File: src/rtl/mem_pkg.sv
// mem_pkg: shared encodings for the LSU memory port.
//   - funct3 width/sign encodings (RISC-V load/store)
//   - response error codes
//   - port FSM state type
//   - f3_legal(): which funct3 values are meaningful for a load or a store
package mem_pkg;

   localparam logic [2:0] F3_B  = 3'b000;
   localparam logic [2:0] F3_H  = 3'b001;
   localparam logic [2:0] F3_W  = 3'b010;
   localparam logic [2:0] F3_BU = 3'b100;
   localparam logic [2:0] F3_HU = 3'b101;

   localparam logic [1:0] ERR_OK       = 2'b00;
   localparam logic [1:0] ERR_MISALIGN = 2'b01;
   localparam logic [1:0] ERR_FAULT    = 2'b10;
   localparam logic [1:0] ERR_TIMEOUT  = 2'b11;

   typedef enum logic [1:0] {
      S_IDLE,
      S_REQ,
      S_WAIT,
      S_RESP
   } state_t;

   // Stores have no unsigned variants; loads have no 011/11x encodings.
   function automatic logic f3_legal(input logic we, input logic [2:0] f3);
      if (we)
         return (f3 == F3_B) || (f3 == F3_H) || (f3 == F3_W);
      return (f3 == F3_B) || (f3 == F3_H) || (f3 == F3_W) ||
             (f3 == F3_BU) || (f3 == F3_HU);
   endfunction

endpackage

File: src/rtl/lsu_align.sv
// lsu_align: combinational byte-lane formatter.
//   funct3_i  access size / signedness
//   lane_i    byte offset within the word
//   wdata_i   right-aligned store data
//   rdata_i   raw read word from memory
//   be_o      store byte enables
//   wdata_o   lane-replicated store data
//   ldata_o   extracted and sign/zero-extended load value
module lsu_align
   import mem_pkg::*;
(
   input  logic [2:0]  funct3_i,
   input  logic [1:0]  lane_i,
   input  logic [31:0] wdata_i,
   input  logic [31:0] rdata_i,
   output logic [3:0]  be_o,
   output logic [31:0] wdata_o,
   output logic [31:0] ldata_o
);

   logic [7:0]  ld_byte;
   logic [15:0] ld_half;

   assign ld_byte = rdata_i[{lane_i, 3'b000} +: 8];
   assign ld_half = rdata_i[{lane_i[1], 4'b0000} +: 16];

   // Replicating the data into every lane lets memory pick it up with
   // byte enables alone, independent of the offset.
   always_comb begin
      be_o    = 4'b1111;
      wdata_o = wdata_i;
      case (funct3_i[1:0])
         2'b00: begin
            be_o    = 4'b0001 << lane_i;
            wdata_o = {4{wdata_i[7:0]}};
         end
         2'b01: begin
            be_o    = 4'b0011 << lane_i;
            wdata_o = {2{wdata_i[15:0]}};
         end
         default: ;
      endcase
   end

   always_comb begin
      ldata_o = rdata_i;
      case (funct3_i)
         F3_B:    ldata_o = {{24{ld_byte[7]}}, ld_byte};
         F3_BU:   ldata_o = {24'd0, ld_byte};
         F3_H:    ldata_o = {{16{ld_half[15]}}, ld_half};
         F3_HU:   ldata_o = {16'd0, ld_half};
         default: ldata_o = rdata_i;
      endcase
   end

endmodule

File: src/rtl/lsu_mem_port.sv
// lsu_mem_port: load/store unit port between the MEM stage and data memory.
//   req_*   one load/store per valid/ready handshake (ready only in IDLE)
//   resp_*  one-cycle completion pulse with formatted data and error code
//   mem_*   request/grant/response interface to the memory window
// Accesses are range/alignment checked up front; errors never reach memory.
// A response that does not arrive within TIMEOUT cycles completes with
// ERR_TIMEOUT.
module lsu_mem_port
   import mem_pkg::*;
#(
   parameter int          ADDR_W   = 12,
   parameter logic [31:0] MEM_BASE = 32'h0000_0000,
   parameter int          TIMEOUT  = 16
) (
   input  logic              clk,
   input  logic              rst,
   input  logic              req_valid,
   output logic              req_ready,
   input  logic              req_we,
   input  logic [2:0]        req_funct3,
   input  logic [31:0]       req_addr,
   input  logic [31:0]       req_wdata,
   output logic              resp_valid,
   output logic [31:0]       resp_rdata,
   output logic [1:0]        resp_err,
   output logic              mem_req,
   input  logic              mem_gnt,
   output logic              mem_we,
   output logic [ADDR_W-1:0] mem_addr,
   output logic [3:0]        mem_be,
   output logic [31:0]       mem_wdata,
   input  logic              mem_rvalid,
   input  logic [31:0]       mem_rdata
);

   localparam int CNT_W = (TIMEOUT > 2) ? $clog2(TIMEOUT) : 1;
   localparam logic [CNT_W-1:0] CNT_LAST = CNT_W'(TIMEOUT - 1);

   state_t             state_q, state_d;
   logic               we_q, we_d;
   logic [2:0]         f3_q, f3_d;
   logic [ADDR_W-1:0]  off_q, off_d;
   logic [31:0]        wdata_q, wdata_d;
   logic [1:0]         err_q, err_d;
   logic [31:0]        rdata_q, rdata_d;
   logic [CNT_W-1:0]   cnt_q, cnt_d;

   logic [31:0] off_full;
   logic        fault, misal;
   logic [3:0]  st_be;
   logic [31:0] st_wdata, ld_data;

   assign off_full = req_addr - MEM_BASE;
   // Anything above the window (including wrap below MEM_BASE) is a fault.
   assign fault = !f3_legal(req_we, req_funct3) || ((off_full >> ADDR_W) != 32'd0);
   assign misal = (((req_funct3 == F3_H) || (req_funct3 == F3_HU)) && req_addr[0]) ||
                  ((req_funct3 == F3_W) && (req_addr[1:0] != 2'b00));

   lsu_align u_align (
      .funct3_i (f3_q),
      .lane_i   (off_q[1:0]),
      .wdata_i  (wdata_q),
      .rdata_i  (mem_rdata),
      .be_o     (st_be),
      .wdata_o  (st_wdata),
      .ldata_o  (ld_data)
   );

   always_ff @(posedge clk or posedge rst) begin
      if (rst) begin
         state_q <= S_IDLE;
         we_q    <= 1'b0;
         f3_q    <= 3'd0;
         off_q   <= '0;
         wdata_q <= 32'd0;
         err_q   <= ERR_OK;
         rdata_q <= 32'd0;
         cnt_q   <= '0;
      end else begin
         state_q <= state_d;
         we_q    <= we_d;
         f3_q    <= f3_d;
         off_q   <= off_d;
         wdata_q <= wdata_d;
         err_q   <= err_d;
         rdata_q <= rdata_d;
         cnt_q   <= cnt_d;
      end
   end

   always_comb begin
      state_d = state_q;
      we_d    = we_q;
      f3_d    = f3_q;
      off_d   = off_q;
      wdata_d = wdata_q;
      err_d   = err_q;
      rdata_d = rdata_q;
      cnt_d   = cnt_q;
      case (state_q)
         S_IDLE: begin
            if (req_valid) begin
               we_d    = req_we;
               f3_d    = req_funct3;
               off_d   = off_full[ADDR_W-1:0];
               wdata_d = req_wdata;
               cnt_d   = '0;
               rdata_d = 32'd0;
               if (fault) begin
                  err_d   = ERR_FAULT;
                  state_d = S_RESP;
               end else if (misal) begin
                  err_d   = ERR_MISALIGN;
                  state_d = S_RESP;
               end else begin
                  err_d   = ERR_OK;
                  state_d = S_REQ;
               end
            end
         end
         S_REQ: begin
            // Timeout wins over a grant arriving in the final cycle.
            if (cnt_q == CNT_LAST) begin
               err_d   = ERR_TIMEOUT;
               state_d = S_RESP;
            end else begin
               cnt_d = cnt_q + 1'b1;
               if (mem_gnt) state_d = S_WAIT;
            end
         end
         S_WAIT: begin
            // A response in the last cycle still counts as completion.
            if (mem_rvalid) begin
               rdata_d = we_q ? 32'd0 : ld_data;
               state_d = S_RESP;
            end else if (cnt_q == CNT_LAST) begin
               err_d   = ERR_TIMEOUT;
               state_d = S_RESP;
            end else begin
               cnt_d = cnt_q + 1'b1;
            end
         end
         S_RESP:  state_d = S_IDLE;
         default: state_d = S_IDLE;
      endcase
   end

   // Memory-side outputs are forced to 0 outside REQ so nothing stale leaks.
   assign req_ready  = (state_q == S_IDLE);
   assign mem_req    = (state_q == S_REQ);
   assign mem_we     = mem_req && we_q;
   assign mem_addr   = mem_req ? {off_q[ADDR_W-1:2], 2'b00} : '0;
   assign mem_be     = mem_req ? (we_q ? st_be : 4'b1111) : 4'b0000;
   assign mem_wdata  = (mem_req && we_q) ? st_wdata : 32'd0;
   assign resp_valid = (state_q == S_RESP);
   assign resp_rdata = resp_valid ? rdata_q : 32'd0;
   assign resp_err   = resp_valid ? err_q : ERR_OK;

endmodule

File: config.mk
export PLATFORM = sky130hd
export DESIGN_NAME = lsu_mem_port
export DESIGN_NICKNAME = d
export VERILOG_FILES = /design/src/rtl/mem_pkg.sv /design/src/rtl/lsu_align.sv /design/src/rtl/lsu_mem_port.sv
export SDC_FILE = /design/constraint.sdc
export NUM_CORES = 1
export LEC_CHECK = 0
export CAP_MARGIN = 20
export CORE_MARGIN = 1.5
export CORE_UTILIZATION = 42
export DETAILED_ROUTE_END_ITERATION = 10
export GPL_ROUTABILITY_DRIVEN = 0
export HOLD_SLACK_MARGIN = 0.12
export PLACE_DENSITY = 0.8
export SETUP_SLACK_MARGIN = 0.02
export SLEW_MARGIN = 25
export SYNTH_ARGS = -nofsm -noshare
export SYNTH_HDL_FRONTEND = slang
export SYNTH_HIERARCHICAL = 1
export SYNTH_SLANG_ARGS = --single-unit
File: constraint.sdc
create_clock -name clk -period 2.6 [get_ports clk]
set_input_delay 0.52 -clock clk [delete_from_list [all_inputs] [get_ports clk]]
set_output_delay 0.52 -clock clk [all_outputs]
set_load 0.03 [all_outputs]
==> qor.csv <==
stage,metric,value,unit
sta,Fmax,0.404,GHz
clocking,clk buf depth,2,
sta,"Setup violations, final",0,
clocking,CTS tree,built,
synth,Synth top area share,39.5,%
finish,cell area after layout,7850,µm²
sta,fin crit share,95.2,%
power_and_ir_drop,Pleak,3.81,nW
synth,Synth cell types,48,
run,# Max-Cap Violations,0,
hold_path,hold path depth,2,
die,core footprint,12800,µm²
synth,Synth area leaders,"dfrtp_1 (39%), mux2_2 (12%), nand2_1 (7.5%)",
detailed_routing,DRT Wirelength,16600,µm
die,Die Wd,118,µm
clocking,CTS Sinks,88,
synth,share of flip-flops with an asynchronous set or reset,100,%
synth,Mean Syn Cell Area,9.15,µm²
hold_path,Hold EP,rdata_q[18],
synth,"flops & latches, synth",88,
finish,Reg area,2200,µm²
global_route,initial antenna violation count,0,
finish,Layout area overhead,40.7,%
die,# rows,41,
finish,Layout Nets,882,
global_route,global-route wire length before repair,26800,µm
sta,TNS Setup,0,ps
sta,Final min period,2470,ps
sta,Final Worst Setup Slack,125,ps
detailed_routing,DRC Markers,0,
global_route,vias in the first global route,5280,
worst_setup_path,crit path kind,flip-flop to output pin,
detailed_routing,initial drt markers,399,
finish,Post-Layout Cell Count,949,
worst_setup_path,worst r2r dst,rdata_q[23],
synth,Yosys top cell by area,dfrtp_1,
outcome,outcome,"complete, no violations",
power_and_ir_drop,maximum VDD drop,0.000668,V
sta,Worst Tran Pin Value,729,ps
synth,Synth Cell Area,5580,µm²
place,pre-CTS WS,342,ps
die,die height,118,µm
place,post-detail-place hpwl,12100,µm
sta,Pins Over Slew Limit,0,
global_route,largest net degree at the start of global routing,49,
global_route,global route total overflow,0,
hold_path,HP Class,flip-flop to flip-flop,
worst_setup_path,Reg2Reg Setup Slack,530,ps
synth,"Top FF cell, synth",dfrtp_1,
sta,final hold violations,0,
worst_setup_path,Worst setup SP type,flip-flop,
die,I/O pin cnt,191,
clocking,setup bufs post-CTS,0,
place,PortBufs,188,
synth,sequential area share after synthesis,39.5,%
place,placed cell area,7540,µm²
clocking,H-tree Lvls,3,
sta,unrepaired setup endpoints after global routing,no,
clocking,worst-skew pair later-pin latency,350,ps
finish,layout cells sized above 1,23.0,%
worst_setup_path,Critical Path RT,2080,ps
global_route,GR Util All Layers,24.0,%
clocking,Post-CTS Hold Buffers,0,
detailed_routing,vias per cell,5.54,
place,placed insts,933,
synth,Post-Synthesis Cells,610,
finish,# diodes,0,
die,total die area,14000,µm²
sta,hold slack,463,ps
synth,most instantiated library cell after synthesis,nand2_1,
finish,filler cell count,1056,
synth,Yosys warnings,6,
sta,Fin Clk Skew,6.27,ps
worst_setup_path,crit path max fanout,10,
worst_setup_path,crit end category,output pin,
die,Initial Util,43.7,%
synth,"EDFF count, synth",0,
detailed_routing,via count,5261,
power_and_ir_drop,Pwr per Cell Area,1160,nW/µm²
detailed_routing,Antenna Violating Nets Remaining,0,
clocking,clock buffer count from CTS,9,
clocking,root buffer cell,clkbuf_16,
finish,multi-input logic area,3010,µm²
clocking,"CTS clk-pin slew, worst paths",60,ps
power_and_ir_drop,Overall Power,9.07,mW
synth,Synth top cells by count,"nand2_1 (111), dfrtp_1 (88), mux2_2 (58)",
worst_setup_path,Reg2Reg Depth,6,
worst_setup_path,R2R Path Start,off_q[1],
detailed_routing,Initial DRT Pass Iterations,5,
sta,Rel. slew slack,51.3,%
detailed_routing,WL per Instance,17.5,µm
finish,Final Core Density,61.4,%
hold_path,hold path startpoint,rdata_q[18],
worst_setup_path,"Arr. time, crit path",1950,ps
layer usage:
layer / track usage, % / vias up / share of wire (%)
met2: 39.2 / 266 / 48
met5: 0 / - / 0
li1: - / 2430 / -
met3: 6.76 / 39 / 9.0
met4: 10.8 / 0 / 2.8
met1: 29.4 / 2526 / 40
state kept, by name, summed over array words and instances (netlist names):
register / cells
wdata_q: 32
state_q: 2
cnt_q: 4
off_q: 12
err_q: 2
we_q: 1
f3_q: 3
rdata_q: 32
kinds of logic (layout without fill, tap and decap cells):
logic type | Yosys count | count (layout) | share of synthesized area, %
compound gates | 81 | 81 | 10.7
flops | 88 | 88 | 39.5
mux | 82 | 82 | 16.8
simple gates | 281 | 281 | 25.0
other cells | 1 | 2 | 0.0672
buf+inv | 72 | 238 | 6.84
fa+ha+maj | 5 | 5 | 1.12
critical path, stage by stage, from the launching register on:
cell and delay [ps]:
dfrtp_1 490, nand2b_1 250, mux2_2 280, nand2_1 70, inv_1 60, a21boi_1 300, buf_12 170
what timing repair did:
item | CTS | global route
resized for setup | 14 | 3
endpoints found under the setup margin | 14 | 2
gates cloned | 0 | 0
power breakdown:
| part | switching (mW) | leakage [nW] | total [mW] | internal [mW] |
|---|---|---|---|---|
| combinational | 2.93 | 2.55 | 5.17 | 2.24 |
| clock | 0.534 | 0.159 | 1.38 | 0.849 |
| sequential | 0.520 | 1.10 | 2.52 | 2.00 |
| total | 3.98 | 3.81 | 9.07 | 5.09 |
how the worst max path moves through the flow:
stage	startpoint	to	slack (ps)	depth (start not counted)
floorplan	state_q[1]	mem_be[0]	230	4
global route	off_q[1]	mem_be[2]	50	6
global placement	off_q[1]	mem_be[2]	390	6
detailed placement	mem_rdata[31]	rdata_q[23]	340	7
CTS	state_q[1]	resp_rdata[15]	20	4
finish	off_q[1]	mem_be[2]	130	6
area by class of cell:
cell class	count	share of cell area, %
clock buffer	14	3.62
clock inverter	2	0.446
inverter	13	0.670
multi-input combinational	451	38.4
sequential	88	28.1
tap	172	2.74
timing repair buffer	209	26.1
cell usage in the layout (no fill, tap or decap), types with 4 or more instances in the layout:
cell               n
dfrtp_1           88
clkdlybuf4s50_1  105
a21oi_1            5
nor2_1            28
buf_12            15
nor2b_1           11
buf_4             73
o22a_1             5
a22oi_1            8
o221ai_1           4
mux2i_1           20
ha_1               5
nand2_1          110
clkbuf_8           4
inv_1             11
o21ai_0           16
nand3_1           35
mux2_2            58
o31ai_1            4
clkbuf_16          9
and3_1            33
and2_1            46
dlygate4sd2_1     13
o22ai_1           17
o221ai_2           4
Note: power is estimated with default switching activity, not from simulation.
